===== config.mk =====
export PLATFORM = sky130hd
export DESIGN_NAME = pot_scan_avg_flat
export DESIGN_NICKNAME = d
export VERILOG_FILES = /design/src/rtl/pot_scan_avg_if.sv /design/src/rtl/pot_scan_avg.sv /design/src/flat_wrapper.sv
export SDC_FILE = /design/constraint.sdc
export NUM_CORES = 1
export LEC_CHECK = 0
export CAP_MARGIN = 25
export CORE_MARGIN = 2
export CORE_UTILIZATION = 45
export DETAILED_ROUTE_END_ITERATION = 8
export GPL_TIMING_DRIVEN = 0
export PLACE_DENSITY_LB_ADDON = 0.15
export SETUP_SLACK_MARGIN = 0.05
export SYNTH_ARGS = -nofsm -noshare
export SYNTH_HDL_FRONTEND = slang
export SYNTH_SLANG_ARGS = --single-unit
export TNS_END_PERCENT = 5

===== constraint.sdc =====
create_clock -name clk -period 17.5 [get_ports clk]
set_input_delay 3.5 -clock clk [delete_from_list [all_inputs] [get_ports clk]]
set_output_delay 3.5 -clock clk [all_outputs]
set_load 0.03 [all_outputs]

===== src/rtl/pot_scan_avg_if.sv =====
// A2D handshake bundle: the scanner (master) requests conversions on a channel,
// the converter (slave) returns a one-cycle done strobe with the result.
interface pot_scan_avg_if #(
  parameter int RES_W = 12
);
  logic             strt_cnv;
  logic [2:0]       chnnl;
  logic             cnv_cmplt;
  logic [RES_W-1:0] res;

  modport master (output strt_cnv, chnnl, input cnv_cmplt, res);
  modport slave  (input strt_cnv, chnnl, output cnv_cmplt, res);
endinterface


===== src/rtl/pot_scan_avg.sv =====
// Round-robin potentiometer scanner: converts each mapped A2D channel in turn,
// averages 2^AVG_SHIFT passes per slot and publishes values with hysteresis.
module pot_scan_avg #(
  parameter int                    NUM_CH    = 6,
  parameter int                    RES_W     = 12,
  parameter int                    AVG_SHIFT = 2,
  parameter int                    HYST      = 4,
  parameter logic [NUM_CH*3-1:0]   CH_MAP    = {3'd7, 3'd4, 3'd3, 3'd2, 3'd1, 3'd0},
  parameter logic [RES_W-1:0]      RST_VAL   = 'h800
) (
  input  logic                      clk,
  input  logic                      rst,
  input  logic                      en,
  pot_scan_avg_if.master            a2d,
  output logic [NUM_CH*RES_W-1:0]   pot_val,
  output logic [NUM_CH-1:0]         chg,
  output logic                      upd
);

  localparam int ACC_W  = RES_W + AVG_SHIFT;
  localparam int PASS_W = (AVG_SHIFT > 0) ? AVG_SHIFT : 1;
  localparam logic [PASS_W-1:0] PASS_MAX = PASS_W'((1 << AVG_SHIFT) - 1);

  typedef enum logic [1:0] {IDLE, START, WAIT} state_t;

  state_t                  r_state;
  state_t                  w_next;
  logic [2:0]              r_slot;
  logic [PASS_W-1:0]       r_pass;
  logic [ACC_W-1:0]        r_acc  [NUM_CH];
  logic [RES_W-1:0]        r_pot  [NUM_CH];
  logic [NUM_CH-1:0]       r_chg;
  logic                    r_upd;
  logic                    r_first;

  logic                    w_cmplt;
  logic                    w_last;
  logic                    w_round_end;
  logic [ACC_W-1:0]        w_sum  [NUM_CH];
  logic [RES_W-1:0]        w_avg  [NUM_CH];
  logic [NUM_CH-1:0]       w_big;
  logic [2:0]              w_chnnl;

  function automatic logic [RES_W-1:0] abs_diff(input logic [RES_W-1:0] a,
                                                input logic [RES_W-1:0] b);
    logic signed [RES_W:0] d;
    d = $signed({1'b0, a}) - $signed({1'b0, b});
    return (d < 0) ? RES_W'(-d) : RES_W'(d);
  endfunction

  always_ff @(posedge clk or posedge rst) begin
    if (rst) r_state <= IDLE;
    else     r_state <= w_next;
  end

  // A conversion in flight always completes; en only decides where WAIT goes next.
  always_comb begin
    w_next = r_state;
    case (r_state)
      IDLE:    if (en) w_next = START;
      START:   w_next = WAIT;
      WAIT:    if (a2d.cnv_cmplt) w_next = en ? START : IDLE;
      default: w_next = IDLE;
    endcase
  end

  assign w_cmplt     = (r_state == WAIT) && a2d.cnv_cmplt;
  assign w_last      = (r_slot == 3'(NUM_CH - 1));
  assign w_round_end = w_cmplt && w_last && (r_pass == PASS_MAX);

  always_ff @(posedge clk or posedge rst) begin
    if (rst) begin
      r_slot <= '0;
      r_pass <= '0;
    end else if (w_cmplt) begin
      if (w_last) begin
        r_slot <= '0;
        r_pass <= (r_pass == PASS_MAX) ? '0 : r_pass + 1'b1;
      end else begin
        r_slot <= r_slot + 3'd1;
      end
    end
  end

  // The last slot's final sample is still on res at the round-end edge, so fold it in here.
  always_comb begin
    for (int s = 0; s < NUM_CH; s++) begin
      w_sum[s] = r_acc[s] + ((s == NUM_CH - 1) ? ACC_W'(a2d.res) : ACC_W'(0));
      w_avg[s] = RES_W'(w_sum[s] >> AVG_SHIFT);
      w_big[s] = (abs_diff(w_avg[s], r_pot[s]) > RES_W'(HYST)) || r_first;
    end
  end

  always_ff @(posedge clk or posedge rst) begin
    if (rst) begin
      for (int s = 0; s < NUM_CH; s++) r_acc[s] <= '0;
    end else begin
      for (int s = 0; s < NUM_CH; s++) begin
        if (w_round_end)
          r_acc[s] <= '0;
        else if (w_cmplt && (r_slot == 3'(s)))
          r_acc[s] <= r_acc[s] + ACC_W'(a2d.res);
      end
    end
  end

  always_ff @(posedge clk or posedge rst) begin
    if (rst) begin
      for (int s = 0; s < NUM_CH; s++) r_pot[s] <= RST_VAL;
      r_chg   <= '0;
      r_upd   <= 1'b0;
      r_first <= 1'b1;
    end else begin
      r_upd <= w_round_end;
      if (w_round_end) begin
        r_first <= 1'b0;
        r_chg   <= w_big;
        for (int s = 0; s < NUM_CH; s++)
          if (w_big[s]) r_pot[s] <= w_avg[s];
      end
    end
  end

  always_comb begin
    w_chnnl = '0;
    for (int s = 0; s < NUM_CH; s++)
      if (r_slot == 3'(s)) w_chnnl = CH_MAP[3*s +: 3];
  end

  always_comb begin
    pot_val = '0;
    for (int s = 0; s < NUM_CH; s++) pot_val[RES_W*s +: RES_W] = r_pot[s];
  end

  assign a2d.strt_cnv = (r_state == START);
  assign a2d.chnnl    = w_chnnl;
  assign chg          = r_chg;
  assign upd          = r_upd;

endmodule


===== src/flat_wrapper.sv =====
// flat-port wrapper written by rule: the top's interface ports become plain ports
module pot_scan_avg_flat 
#(
  parameter int                    NUM_CH    = 6,
  parameter int                    RES_W     = 12,
  parameter int                    AVG_SHIFT = 2,
  parameter int                    HYST      = 4,
  parameter logic [NUM_CH*3-1:0]   CH_MAP    = {3'd7, 3'd4, 3'd3, 3'd2, 3'd1, 3'd0},
  parameter logic [RES_W-1:0]      RST_VAL   = 'h800
)
  (clk, rst, en, pot_val, chg, upd, a2d_strt_cnv, a2d_chnnl, a2d_cnv_cmplt, a2d_res);
  pot_scan_avg_if #(.RES_W(RES_W)) a2d_i ();
  input  logic clk;
  input  logic rst;
  input  logic en;
  output logic [NUM_CH*RES_W-1:0] pot_val;
  output logic [NUM_CH-1:0] chg;
  output logic upd;
  output wire logic [$bits(a2d_i.strt_cnv)-1:0] a2d_strt_cnv;
  output wire logic [$bits(a2d_i.chnnl)-1:0] a2d_chnnl;
  input wire logic [$bits(a2d_i.cnv_cmplt)-1:0] a2d_cnv_cmplt;
  input wire logic [$bits(a2d_i.res)-1:0] a2d_res;
  assign a2d_strt_cnv = a2d_i.strt_cnv;
  assign a2d_chnnl = a2d_i.chnnl;
  assign a2d_i.cnv_cmplt = a2d_cnv_cmplt;
  assign a2d_i.res = a2d_res;
  pot_scan_avg #(.NUM_CH(NUM_CH), .RES_W(RES_W), .AVG_SHIFT(AVG_SHIFT), .HYST(HYST), .CH_MAP(CH_MAP), .RST_VAL(RST_VAL)) u_core (.clk(clk), .rst(rst), .en(en), .a2d(a2d_i), .pot_val(pot_val), .chg(chg), .upd(upd));
endmodule

==> Yosys cells after proc, flatten, opt, wreduce, memory -nomap -nowiden <==
Index checks and enable logic that the tools add are counted.
{ "word_totals": {"ff_bits": 171, "in_bits": 16, "output_inout_bits": 83, "elab_cells": 119} }
{ "op_classes": {"addsub": 20, "magnitude_cmp": 12, "eq_ne": 10, "muxes": 29, "reduce_logical": 30} }
{ "ops": {"columns": ["op", "count"], "rows": [
  ["$mux 14", 12],
  ["$add 14x12->14", 6],
  ["$lt 13x1->1 const B", 6],
  ["$sub 12x12->13", 6],
  ["$gt 12x3->1 const B", 6],
  ["$mux 12", 6],
  ["$neg 12->12", 6],
  ["$reduce_and 2->1", 8],
  ["$reduce_bool 2->1", 6],
  ["$mux 2", 5],
  ["$mux 3", 3],
  ["$logic_and 1x1->1", 8],
  ["$eq 3x2->1 const B", 2],
  ["$eq 3x3->1 const B", 2],
  ["$logic_or 1x1->1", 6],
  ["$pmux 2 s3", 1],
  ["$eq 2x2->1 const B", 2],
  ["$ne 2x2->1 const B", 2],
  ["$add 3x1->3 const B", 1],
  ["$eq 3x1->1 const B", 1],
  ["$logic_not 3->1", 1],
  ["$add 2x1->2 const B", 1],
  ["$eq 2x1->1 const B", 1],
  ["$logic_not 2->1", 1],
  ["$mux 1", 2]
]} }

==> Depth between registers and ports, before layout <==
{ "logic_depth": {"word_depth": 7, "ltp_mapped": 22, "depth_no_buf": 21} }

==> Least setup slack after synthesis <==
No wires, ideal clock.
{ "synth_path": {"path_kind": "in2reg", "start": "input a2d_res[0]", "end": "register u_core.r_pot (netlist bit u_core.pot_val[61])", "setup_ps": 125, "arrival_ps": 8215, "required_ps": 17375, "path_slack_ps": 9161, "path_stages": 21, "n_path_buf": 1, "path_cell_list": "ha_1 -> fa_1 -> a21o_1 -> a21oi_1 -> nor2b_1 -> o21a_1 -> nor3_1 -> o31ai_1 -> o41ai_1 -> xnor2_1 -> ha_1 -> and3_1 -> a211oi_1 -> o21ai_0 -> o32a_1 -> nor3_1 -> a31oi_1 -> a211o_1 -> o31ai_2 -> buf_4 -> mux2_2"} }
{ "synth_lines": {"columns": ["element", "line", "source"], "rows": [
  ["start, declared", "flat_wrapper.sv:22", "input wire logic [$bits(a2d_i.res)-1:0] a2d_res;"],
  ["end signal, assigned by index", "pot_scan_avg.sv:119", "if (w_big[s]) r_pot[s] <= w_avg[s];"],
  ["end, declared", "pot_scan_avg.sv:31", "logic [RES_W-1:0] r_pot [NUM_CH];"]
]} }

==> results.md <==
* Combinational fraction of design power at roughly two thirds
* Ys Warns at 0
* Share of cells above drive strength 1 at between 8 and 9%
* Sequential fraction of the synthesis area at a little under a third
* Leakage at approximately 7.3 nW
* Worst Path Required at between 15 and 20 ns
* Tot GR Track Use at about a fifth
* Worst Clk Skew at 0.0179 ns
* DRC viols at 0
* Die W at 180 microns
* Max incr delay on CP at between 0.6 and 0.7 ns
* Post-CTS sizing at 0
* CP max FO at 10
* DRT iter0 DRCs at between 600 and 700
* H-tree depth at 4
* RSZ-0062 raised after global routing: false
* Vias per inst at roughly 5.6
* CP Cell Sequence: clkdlybuf4s50_1, ha_1, fa_1, a21o_1, a21oi_1, nor2b_1, o21a_1, nor3_1, o31ai_1, o41ai_1, xnor2_1, ha_1, and3_1, a211oi_1, o21ai_0, o32a_1, nor3_1, a31oi_1, a211o_1, o31ai_2, buf_4, mux2_2
* Row count at between 60 and 70
* Hold Crit Start: u_core.r_state[0]$_DFFE_PP0P_
* Count leader, synth: dfrtp_1
* Worst r2r src: u_core.r_acc[0]$_DFFE_PP0P_
* Worst hold path type: flop to flop
* Die Y at roughly 180 microns
* Synth Register Bits at 171
* Post-DP HPWL at 25,500 microns
* Hold Buf Count CTS at 0
* # diodes at 0
* IO buf count at 98
* Post-route setup TNS at 0 ns
* Final Hold Violating Endpoints at 0
* Post-Synthesis Cell Area at ~0.014 sq mm
* Max-Cap Viols at 0
* Grt ovf at 0
* Total Nets Final at approximately 1,900
* Global-route wire length before repair at approximately 57,000 microns
* Initial antenna violation count at 0
* Internal Dissipation at 1.45 mW
* Avg WL per Cell at 16.4 microns
* Clk sinks at about 170
* Worst Path Arrival at about 10 ns
* Post-synth ARST share at 100%
* Pin count of the biggest net entering global routing at roughly 110
* Total Wirelength at 34,200 microns
* Final Cycle Share at between 50% and 60%
* Max Root-Sink Buffers at 2
* Outcome: finished, final reports clean
* Max Clk Rate at roughly 100 MHz
* Vias in the first global route at 11,401
* Total number of vias at between 10,000 and 15,000
* Core ar. at roughly 0.031 sq mm
* Slew HR at between 30% and 40%
* Ranking of synthesized cells by area: dfrtp_1 30%, ha_1 13%, mux2_2 5.5%, xnor2_1 4.2%, o21ai_0 4.1%
* Ys flop type: dfrtp_1
* Cells after Synth at 1,560
* P&R area growth vs syn at 15.0%
* Synth cell count leaders: 164 x dfrtp_1, 146 x ha_1, 136 x inv_1
* Root buf cell: clkbuf_16
* Startpoint types: input port
* Max-slew violations at 0
* Drt first pass iters at 5
* Sw Share at about 47%
* Reg clk slew, reported paths at around 0.07 ns
* Fin crit period at about 9.6 ns
* P_sw at between 1 and 1.5 mW
* Clock Latency Late Sink at ~0.44 ns
* # IOs at between 90 and 100
* Netlist cell types at between 70 and 80
* Setup Buffers After CTS at 0
* Initial core utilization at between 40% and 50%
* Sequential Power Share at a little over a fifth
* CTS tree: done
* Gpl congestion at 0.887
* Power Dens Cells at about 170 mW/mm^2
* Critical Path Slowest Stage Cell: clkdlybuf4s50_1
* Cts bufs inserted at 17
* Largest area contributor in the netlist: dfrtp_1
* Clock power frac at 13.7%
* Worst VDD drop at around 0.13 mV
* Synth Area per Inst at 8.91 sq um
* Post-synth top area share at 29.5%
* Critical Setup Path Class: input port to flop
* EDFF count, synth at 0
* Final ANT Viol Nets at 0
* Final Util at a little over half
* Worst-margin pin slew at between 0.9 and 1 ns
* Kind of end point of the critical path: flop
* Die Area at 0.0323 sq mm
* Setup violators final at 0
* Crit path from: a2d_res[0]
* Syn Nets at 1,734
-- routing by layer --
layer  up-vias  wire (microns)  track usage, %  part of all wire (%)
met4         0             613            5.82                   1.8
met3        36            1070            2.88                   3.1
met1      5608           16200            28.6                    47
met2       193           16300            36.2                    48
li1       5879               -               -                     -
met5         -               0               0                     0
-- critical path, delay by kind of cell --
kind	cells	cell delay, ns
XOR/XNOR	1	0.23
adder cells (fa/ha/maj)	3	1.14
AND/OR/NAND/NOR	4	0.79
AO/OA/AOI/OAI	11	2.92
buffers and inverters	2	0.93
multiplexers	1	0.35
-- kinds of logic (layout without fill, tap and decap cells) --
kind of cell    count (synthesis)  after routing  share of synthesized area, %
simple gates                  436            436                          15.3
compound gates                425            425                          20.4
buf+inv                       172            305                          4.80
flops                         171            171                          30.8
fa+ha+maj                     159            159                          14.9
xor+xnor                      115            115                          7.25
mux                            82             82                          6.52
-- through the flow --
| step | power (mW) | setup slack [ns] | instances | hold WS, ns | instance area [sq um] |
|---|---|---|---|---|---|
| finish | 2.74 | 7.92 | 2089 | 0.440 | 16000 |
| global placement | 2.31 | 6.64 | 2054 | 0.428 | 15400 |
| global route | 3.02 | 7.58 | 2089 | 0.448 | 16000 |
| CTS | 2.74 | 7.97 | 2089 | 0.442 | 16000 |
| detailed placement | 2.36 | 7.51 | 2057 | 0.423 | 15400 |
| floorplan | 2.01 | 9.16 | 1560 | 0.409 | 13900 |
-- layout make-up --
class | instances | area, sq um
well taps | 396 | 495
flip-flops and latches | 171 | 4290
clock buffers | 17 | 425
plain buffers | 36 | 156
fillers | 2820 | 14500
multi-input cells | 1217 | 8950
clock inverters | 15 | 130
inverters | 136 | 518
repair buffers | 101 | 1030
-- flip-flops by register name (all words and copies together) (netlist names) --
signal,count
u_core.r_first,1
u_core.pot_val,72
u_core.r_acc,84
u_core.r_pass,2
u_core.r_slot,3
u_core.r_state,2
u_core.upd,1
u_core.chg,6
-- power groups by stage --
| stage | clock [mW] | combinational, mW | sequential, mW |
|---|---|---|---|
| finish | 0.375 | 1.79 | 0.570 |
| CTS | 0.384 | 1.79 | 0.571 |
| global placement | 0 | 1.73 | 0.575 |
| detailed placement | 0 | 1.78 | 0.578 |
| global route | 0.401 | 2.04 | 0.585 |
| floorplan | 0 | 1.46 | 0.550 |
-- worst paths after layout --
kind | to | slack, ns | cells past startpoint
hold / removal | u_core.r_state[0]$_DFFE_PP0P_ | 0.44 | 1
min in group asynchronous | u_core.chg[5]$_DFFE_PP0P_ | 3.48 | 2
setup reg to reg | u_core.pot_val[61]$_DFFE_PP0P_ | 11.37 | 21
setup / recovery | u_core.pot_val[61]$_DFFE_PP0P_ | 7.92 | 22
max in group asynchronous | u_core.chg[0]$_DFFE_PP0P_ | 13.08 | 3
hold reg to reg | u_core.r_state[0]$_DFFE_PP0P_ | 0.44 | 1
-- placed cells by master, fill, tap and decap left out, drive strengths merged, types with 19 or more instances in the layout --
| cell type | Yosys | final |
|---|---|---|
| dfrtp | 164 | 164 |
| ha | 146 | 146 |
| inv | 136 | 144 |
| o21ai | 115 | 115 |
| nor2 | 109 | 109 |
| nand2 | 107 | 107 |
| clkdlybuf4s50 | 0 | 98 |
| a21oi | 81 | 81 |
| mux2 | 68 | 68 |
| xnor2 | 66 | 66 |
| nand3 | 55 | 55 |
| xor2 | 49 | 49 |
| a21o | 45 | 45 |
| clkbuf | 27 | 44 |
| nor3 | 37 | 37 |
| nand2b | 20 | 20 |
| o21a | 19 | 19 |
| o31ai | 19 | 19 |
No activity file was read; power rests on OpenSTA's default activity.
